==> config.mk <==
export PLATFORM = sky130hd
export DESIGN_NAME = urex7_sprite_fetch
export DESIGN_NICKNAME = d
export VERILOG_FILES = /design/src/rtl/urex7_sprite_fetch.sv
export SDC_FILE = /design/constraint.sdc
export NUM_CORES = 1
export LEC_CHECK = 0
export CAP_MARGIN = 20
export CORE_UTILIZATION = 45
export CTS_CLUSTER_SIZE = 30
export DETAILED_ROUTE_END_ITERATION = 8
export DONT_BUFFER_PORTS = 1
export GPL_ROUTABILITY_DRIVEN = 0
export PLACE_DENSITY = 0.71
export SLEW_MARGIN = 30
export SYNTH_ARGS = -nofsm -noshare
export SYNTH_HDL_FRONTEND = slang
export SYNTH_SLANG_ARGS = --single-unit
==> constraint.sdc <==
create_clock -name clk -period 6.6 [get_ports clk]
set_input_delay 0.66 -clock clk [delete_from_list [all_inputs] [get_ports clk]]
set_output_delay 0.66 -clock clk [all_outputs]
set_load 0.03 [all_outputs]
==> src/rtl/urex7_sprite_fetch.sv <==
// urex7 sprite fetch: hit test, sprite ROM addressing and palette index output.
// Fixed three-stage pipeline, one pixel per clock, frame-latched sprite controls.
module urex7_sprite_fetch #(
    parameter int          SPR_W       = 32,
    parameter int          SPR_H       = 32,
    parameter int          FRAMES      = 2,
    parameter int          FRAME_DIV   = 8,
    parameter logic [3:0]  TRANSPARENT = 4'h0,
    localparam int         AW          = $clog2(FRAMES * SPR_W * SPR_H)
) (
    input  logic          clk,
    input  logic          reset_n,
    input  logic          frame_start,
    input  logic [9:0]    draw_x,
    input  logic [9:0]    draw_y,
    input  logic [9:0]    pos_x,
    input  logic [9:0]    pos_y,
    input  logic          flip_x,
    input  logic          spr_en,
    input  logic          anim_en,
    output logic [AW-1:0] rom_addr,
    input  logic [3:0]    rom_data,
    output logic [3:0]    pix_index,
    output logic          pix_opaque
);

    localparam int XW = $clog2(SPR_W);
    localparam int YW = $clog2(SPR_H);
    localparam int FW = (FRAMES > 1) ? $clog2(FRAMES) : 1;

    logic [9:0]    pos_x_q, pos_x_d;
    logic [9:0]    pos_y_q, pos_y_d;
    logic          flip_q, flip_d;
    logic          spr_en_q, spr_en_d;
    logic [7:0]    div_cnt_q, div_cnt_d;
    logic [FW-1:0] frame_idx_q, frame_idx_d;
    logic [AW-1:0] rom_addr_q, rom_addr_d;
    logic          hit0_q, hit0_d;
    logic          hit1_q, hit1_d;
    logic [3:0]    pix_index_q, pix_index_d;
    logic          pix_opaque_q, pix_opaque_d;

    logic [10:0]   dx, dy;
    logic [XW-1:0] col;
    logic          hit;

    always_comb begin
        pos_x_d      = pos_x_q;
        pos_y_d      = pos_y_q;
        flip_d       = flip_q;
        spr_en_d     = spr_en_q;
        div_cnt_d    = div_cnt_q;
        frame_idx_d  = frame_idx_q;

        if (frame_start) begin
            pos_x_d  = pos_x;
            pos_y_d  = pos_y;
            flip_d   = flip_x;
            spr_en_d = spr_en;
            if (anim_en) begin
                if (div_cnt_q == 8'(FRAME_DIV - 1)) begin
                    div_cnt_d   = '0;
                    frame_idx_d = (FRAMES > 1) ? frame_idx_q + 1'b1 : '0;
                end else begin
                    div_cnt_d = div_cnt_q + 8'd1;
                end
            end
        end

        // Off-sprite pixels to the left/above wrap to huge offsets and miss.
        dx  = {1'b0, draw_x} - {1'b0, pos_x_q};
        dy  = {1'b0, draw_y} - {1'b0, pos_y_q};
        hit = spr_en_q & (dx < 11'(SPR_W)) & (dy < 11'(SPR_H));
        col = flip_q ? XW'(SPR_W - 1) - dx[XW-1:0] : dx[XW-1:0];

        rom_addr_d = '0;
        if (hit) begin
            rom_addr_d = AW'(frame_idx_q) * AW'(SPR_W * SPR_H)
                       + AW'(dy[YW-1:0]) * AW'(SPR_W)
                       + AW'(col);
        end

        hit0_d       = hit;
        hit1_d       = hit0_q;
        pix_index_d  = hit1_q ? rom_data : TRANSPARENT;
        pix_opaque_d = hit1_q & (rom_data != TRANSPARENT);
    end

    always_ff @(posedge clk) begin
        if (!reset_n) begin
            pos_x_q      <= '0;
            pos_y_q      <= '0;
            flip_q       <= 1'b0;
            spr_en_q     <= 1'b0;
            div_cnt_q    <= '0;
            frame_idx_q  <= '0;
            rom_addr_q   <= '0;
            hit0_q       <= 1'b0;
            hit1_q       <= 1'b0;
            pix_index_q  <= TRANSPARENT;
            pix_opaque_q <= 1'b0;
        end else begin
            pos_x_q      <= pos_x_d;
            pos_y_q      <= pos_y_d;
            flip_q       <= flip_d;
            spr_en_q     <= spr_en_d;
            div_cnt_q    <= div_cnt_d;
            frame_idx_q  <= frame_idx_d;
            rom_addr_q   <= rom_addr_d;
            hit0_q       <= hit0_d;
            hit1_q       <= hit1_d;
            pix_index_q  <= pix_index_d;
            pix_opaque_q <= pix_opaque_d;
        end
    end

    assign rom_addr   = rom_addr_q;
    assign pix_index  = pix_index_q;
    assign pix_opaque = pix_opaque_q;

endmodule

# After elaboration in Yosys (flattened, before gate mapping)
# Index checks and enable logic that the tools add are counted.
[totals]
regBits = 49
output_inout_bits = 16
word_cells = 31
inputBits = 50
[classes]
n_eq_ne = 1
n_mux = 2
magnitude_cmp = 2
add_sub_neg = 7
n_reduce_logical = 5
n_bitwise = 3
[ops]
columns = ["operator", "count"]
rows = [
  ["11-bit by 6-bit < comparator with 1-bit output, second input constant", 2],
  ["10-bit by 10-bit subtractor with 11-bit output", 2],
  ["11-bit by 10-bit adder with 11-bit output", 1],
  ["11-bit by 5-bit adder with 11-bit output", 1],
  ["8-bit by 1-bit adder with 8-bit output, second input constant", 1],
  ["8-bit by 3-bit equality test with 1-bit output, second input constant", 1],
  ["8-bit two-way mux", 1],
  ["2-bit AND reduction", 3],
  ["5-bit two-way mux", 1],
  ["5-bit subtractor, first input constant", 1],
  ["4-bit nonzero test", 1],
  ["1-bit AND", 3],
  ["3-bit AND reduction", 1],
  ["1-bit adder, second input constant", 1],
]

# Depth between registers and ports, before layout
[depth]
depth_word = 5
mapped_depth = 11
ltp_nobuf = 10

# Worst setup path before layout
# OpenSTA, ideal clock, no wires.
[synth_path]
path_kind = "input-to-reg"
startpoint = "input port draw_y[6]"
endpoint = "register rom_addr_q[0], in the netlist rom_addr[0]"
n_path_buf = 1
required_ns = 6.511
arrival_ns = 2.626
setup_time_ns = 0.089
path_slack_ns = 3.885
cell_stages = 8
path_cell_list = "ha_1 > a21oi_1 > o22ai_1 > or4_1 > nor4_1 > nand4_1 > buf_6 > nor4_2"
[synth_between]
elab_chain_cells = 4
[synth_lines]
columns = ["element", "line", "source"]
rows = [
  ["from (decl)", "15", "input logic [9:0] draw_y,"],
  ["10-bit by 10-bit subtractor with 11-bit output", "72", "dy = {1'b0, draw_y} - {1'b0, pos_y_q};"],
  ["11-bit by 6-bit < comparator with 1-bit output", "73", "hit = spr_en_q & (dx < 11'(SPR_W)) & (dy < 11'(SPR_H));"],
  ["1-bit AND", "73", ""],
  ["2-bit AND reduction (no source line)", "--", ""],
  ["to (signal assigned)", "109", "rom_addr_q <= rom_addr_d;"],
  ["to (decl)", "37", "logic [AW-1:0] rom_addr_q, rom_addr_d;"],
]
# No other way between the ends.
# A chain may end at the register's enable or synchronous reset.

# Final worst setup path
[layout_path]
startpoint = "register pos_y_q[6]"
endpoint = "register hit0_q"
[layout_between]
elab_chain_cells = 3
[layout_lines]
columns = ["element", "line", "source"]
rows = [
  ["from (decl)", "32", "logic [9:0] pos_y_q, pos_y_d;"],
  ["from (signal assigned)", "104", "pos_y_q <= pos_y_d;"],
  ["10-bit by 10-bit subtractor with 11-bit output", "72", ""],
  ["11-bit by 6-bit < comparator with 1-bit output", "73", ""],
  ["1-bit AND", "73", ""],
  ["to (signal assigned)", "110", "hit0_q <= hit0_d;"],
  ["to (decl)", "38", "logic hit0_q, hit0_d;"],
]
# No other way between the ends.

==> results_dict.tcl <==
set metrics [dict create \
    io-pin-count 66 \
    wl_um 5800 \
    fin_skew_ns 0.00559 \
    p_total_uw 651 \
    synth-edff-count 0 \
    rr_endpoint "hit0_q" \
    final_common_cell "dfxtp_1" \
    start_util_pct 46.5 \
    intPower_uw 450 \
    worst_slack_ns 3.59 \
    die_area_um2 6850 \
    grt_pass1_vias 2098 \
    post-route-min-period_ns 3.01 \
    switchingPower_uw 201 \
    firstDrtPassIters 4 \
    hold_viol 0 \
    dpl_worst_slack_ns 3.29 \
    cts_hold_buf 0 \
    synth-main-ff-cell "dfxtp_1" \
    post_cts_resized 0 \
    grt_pass1_wl_um 9360 \
    synth-seq-area-share_pct 33.4 \
    synth_adder_area_share_pct 10.3 \
    synth.area.mux_share_pct 7.84 \
    antenna_found_initial 0 \
    leakage_uw 0.00122 \
    ys_warn_count 0 \
    finalCritPeriodShare_pct 45.5 \
    synth_top_area_cell "dfxtp_1" \
    p_sw_share_pct 30.9 \
    synth_compound_area_share_pct 12.8 \
    synth_top_family_by_area "simple AND/OR/NAND/NOR gates" \
    cts.sinks 49 \
    cts_made_buffers 5 \
    drv_slew 0 \
    routedWlPerCell_um 14.8 \
    clock_latency_ns 0.30 \
    fillers 601 \
    final_cell_mix "49 x dfxtp_1, 29 x nor2b_1, 25 x inv_1, 23 x mux2i_1, 21 x ha_1" \
    irDropWorstVdd_mv 0.129 \
    rrSetupSlack_ns 3.59 \
    whs_ns 0.470 \
    die_w_um 82.8 \
    crit_fanout 12 \
    worst_setup_path_end_kind "register" \
    seqCellArea_um2 981 \
    required_ns 6.80 \
    multi_input_area_um2 1790 \
    slew_headroom_pct 53.9 \
    synthCells 324 \
    powerDensity_nw_per_um2 213 \
    area_growth_pct 4.22 \
    drive_above_1_share_pct 6.96 \
    crit_arrival_ns 3.21 \
    synth_top_area_share_pct 33.4 \
    fp-row-count 29 \
    post_cts_buffers 0 \
    reg2reg_depth 8 \
    fmax_mhz 333 \
    startpoint "pos_y_q[6]" \
    clockRootBuffer "clkbuf_8" \
    groute.usage.overall_pct 18.0 \
    worst-slew-pin-transition_ns 0.690 \
    dp_hpwl_um 4450 \
    ant_nets 0 \
    setup_violations 0 \
    grt_overflow 0 \
    async_flop_share_pct 0 \
    ys_ff_latch 49 \
    fp.dieH_um 82.8 \
    syn-cell-area_um2 2940 \
    port-buffer-count 0 \
    htree_levels 2 \
    num-nets-final 388 \
    clockPowerShare_pct 28.0 \
    synth_cell_types 50 \
    drc 0 \
    num_vias 2149 \
    start_kind "register" \
    clkSlewWorstSetupHoldPaths_ns 0.09 \
    clock_path_buffers 2 \
    maxCapViolations 0 \
    synth_xor_area_share_pct 5.97 \
    syn_area_per_cell_um2 9.06 \
    status "finished, final reports clean" \
    synthTopCellsByArea "dfxtp_1 33%, ha_1 8.9%, mux2i_1 7.8%" \
    fin_setup_tns_ns 0 \
    synthSimpleGateAreaFrac_pct 23.9 \
    via_per_inst 5.47 \
    syn_nets 397 \
    grt_max_degree 35 \
    rsz0062_at_grt "false" \
    endpoint "hit0_q" \
    combPwrFrac_pct 24.4 \
    drt_iter0_drc 77 \
    p_seq_share_pct 47.6 \
    cts_tree "yes" \
    hold_class "reg2reg" \
    r2r_start "pos_y_q[6]" \
    diodes 0 \
    critPathKind "reg2reg" \
    core-area_um2 6310 \
]
worst max-delay path: stages, from the launching register on:
cell	delay [ns]
dfxtp_1	0.34
inv_1	0.05
ha_1	0.35
a21oi_1	0.22
o22ai_1	0.10
or4_1	0.50
nor4_1	0.28
nand4_1	0.59
nor4_1	0.47
stage by stage:
step / area, µm² / utilization (%) / instances
6_report: 3060 / 48.5 / 393
5_1_grt: 3060 / 48.5 / 393
4_1_cts: 3060 / 48.5 / 393
3_5_place_dp: 2970 / 47.0 / 385
3_3_place_gp: 2970 / 47.0 / 385
2_1_floorplan: 2940 / - / 324
state kept, by name, summed over array words and instances, names as in the netlist:
| register | flops |
|---|---|
| div_cnt_q | 8 |
| pos_x_q | 10 |
| hit0_q | 1 |
| spr_en_q | 1 |
| hit1_q | 1 |
| rom_addr | 11 |
| pos_y_q | 10 |
| frame_idx_q | 1 |
| pix_opaque | 1 |
| pix_index | 4 |
| flip_q | 1 |
routing by layer:
metal  global-route usage, %  share of wire, %  vias to the layer above  wire length (µm)
met5                       0                 0                        -                 0
met1                    21.3                46                      977              2640
li1                        -                 -                     1116                 -
met3                    6.23               7.3                        5               421
met2                    30.6                46                       51              2670
met4                    5.52               1.2                        0                67
cell usage after synthesis (2+ instances only):
cell type / instances
and2_1: 7
buf_2: 2
nand2_1: 12
nor3_1: 3
nand4_1: 4
o211a_1: 2
nor2_1: 10
ha_1: 21
nand2b_1: 3
o2111ai_1: 2
a21o_1: 3
and3_1: 6
xnor2_1: 12
fa_1: 2
o21ai_0: 10
inv_1: 25
o32a_1: 2
xor2_1: 8
nor4_1: 4
or4_1: 2
nand3_1: 14
nor2b_1: 29
a21oi_1: 15
o31ai_1: 2
nor4_2: 10
nand3b_1: 4
dfxtp_1: 49
buf_1: 4
mux2i_1: 23
o21a_1: 5
clkbuf_1: 10
worst min path at each step:
stage	from	to	slack (ns)	depth (start not counted)
finish	hit0_q	hit1_q	0.47	1
detailed placement	hit0_q	hit1_q	0.45	1
floorplan	hit0_q	hit1_q	0.41	1
global placement	hit0_q	hit1_q	0.45	1
global route	reset_n	div_cnt_q[2]	0.46	1
CTS	reset_n	div_cnt_q[2]	0.47	1
logic make-up after synthesis:
family	after synthesis
buf+inv	42
fa+ha+maj	23
xor+xnor	20
flops	49
mux	23
compound gates	55
simple gates	112
power by group through the flow:
stage                     Combinational, µW  Clock, µW  Sequential [µW]
final                                   159        182              310
after global routing                    180        203              312
after CTS                               159        191              310
after detailed placement                158          0              317
after global placement                  156          0              317
after floorplan                         139          0              315
cell type report:
class                   instances  area share (%)
inverters                      25            3.07
multi-input cells             233            58.4
flip-flops and latches         49            32.1
repair buffers                  1           0.245
clock buffers                   5            2.25
clock inverters                 3           0.818
well taps                      77            3.15
No activity file was read; power rests on OpenSTA's default activity.
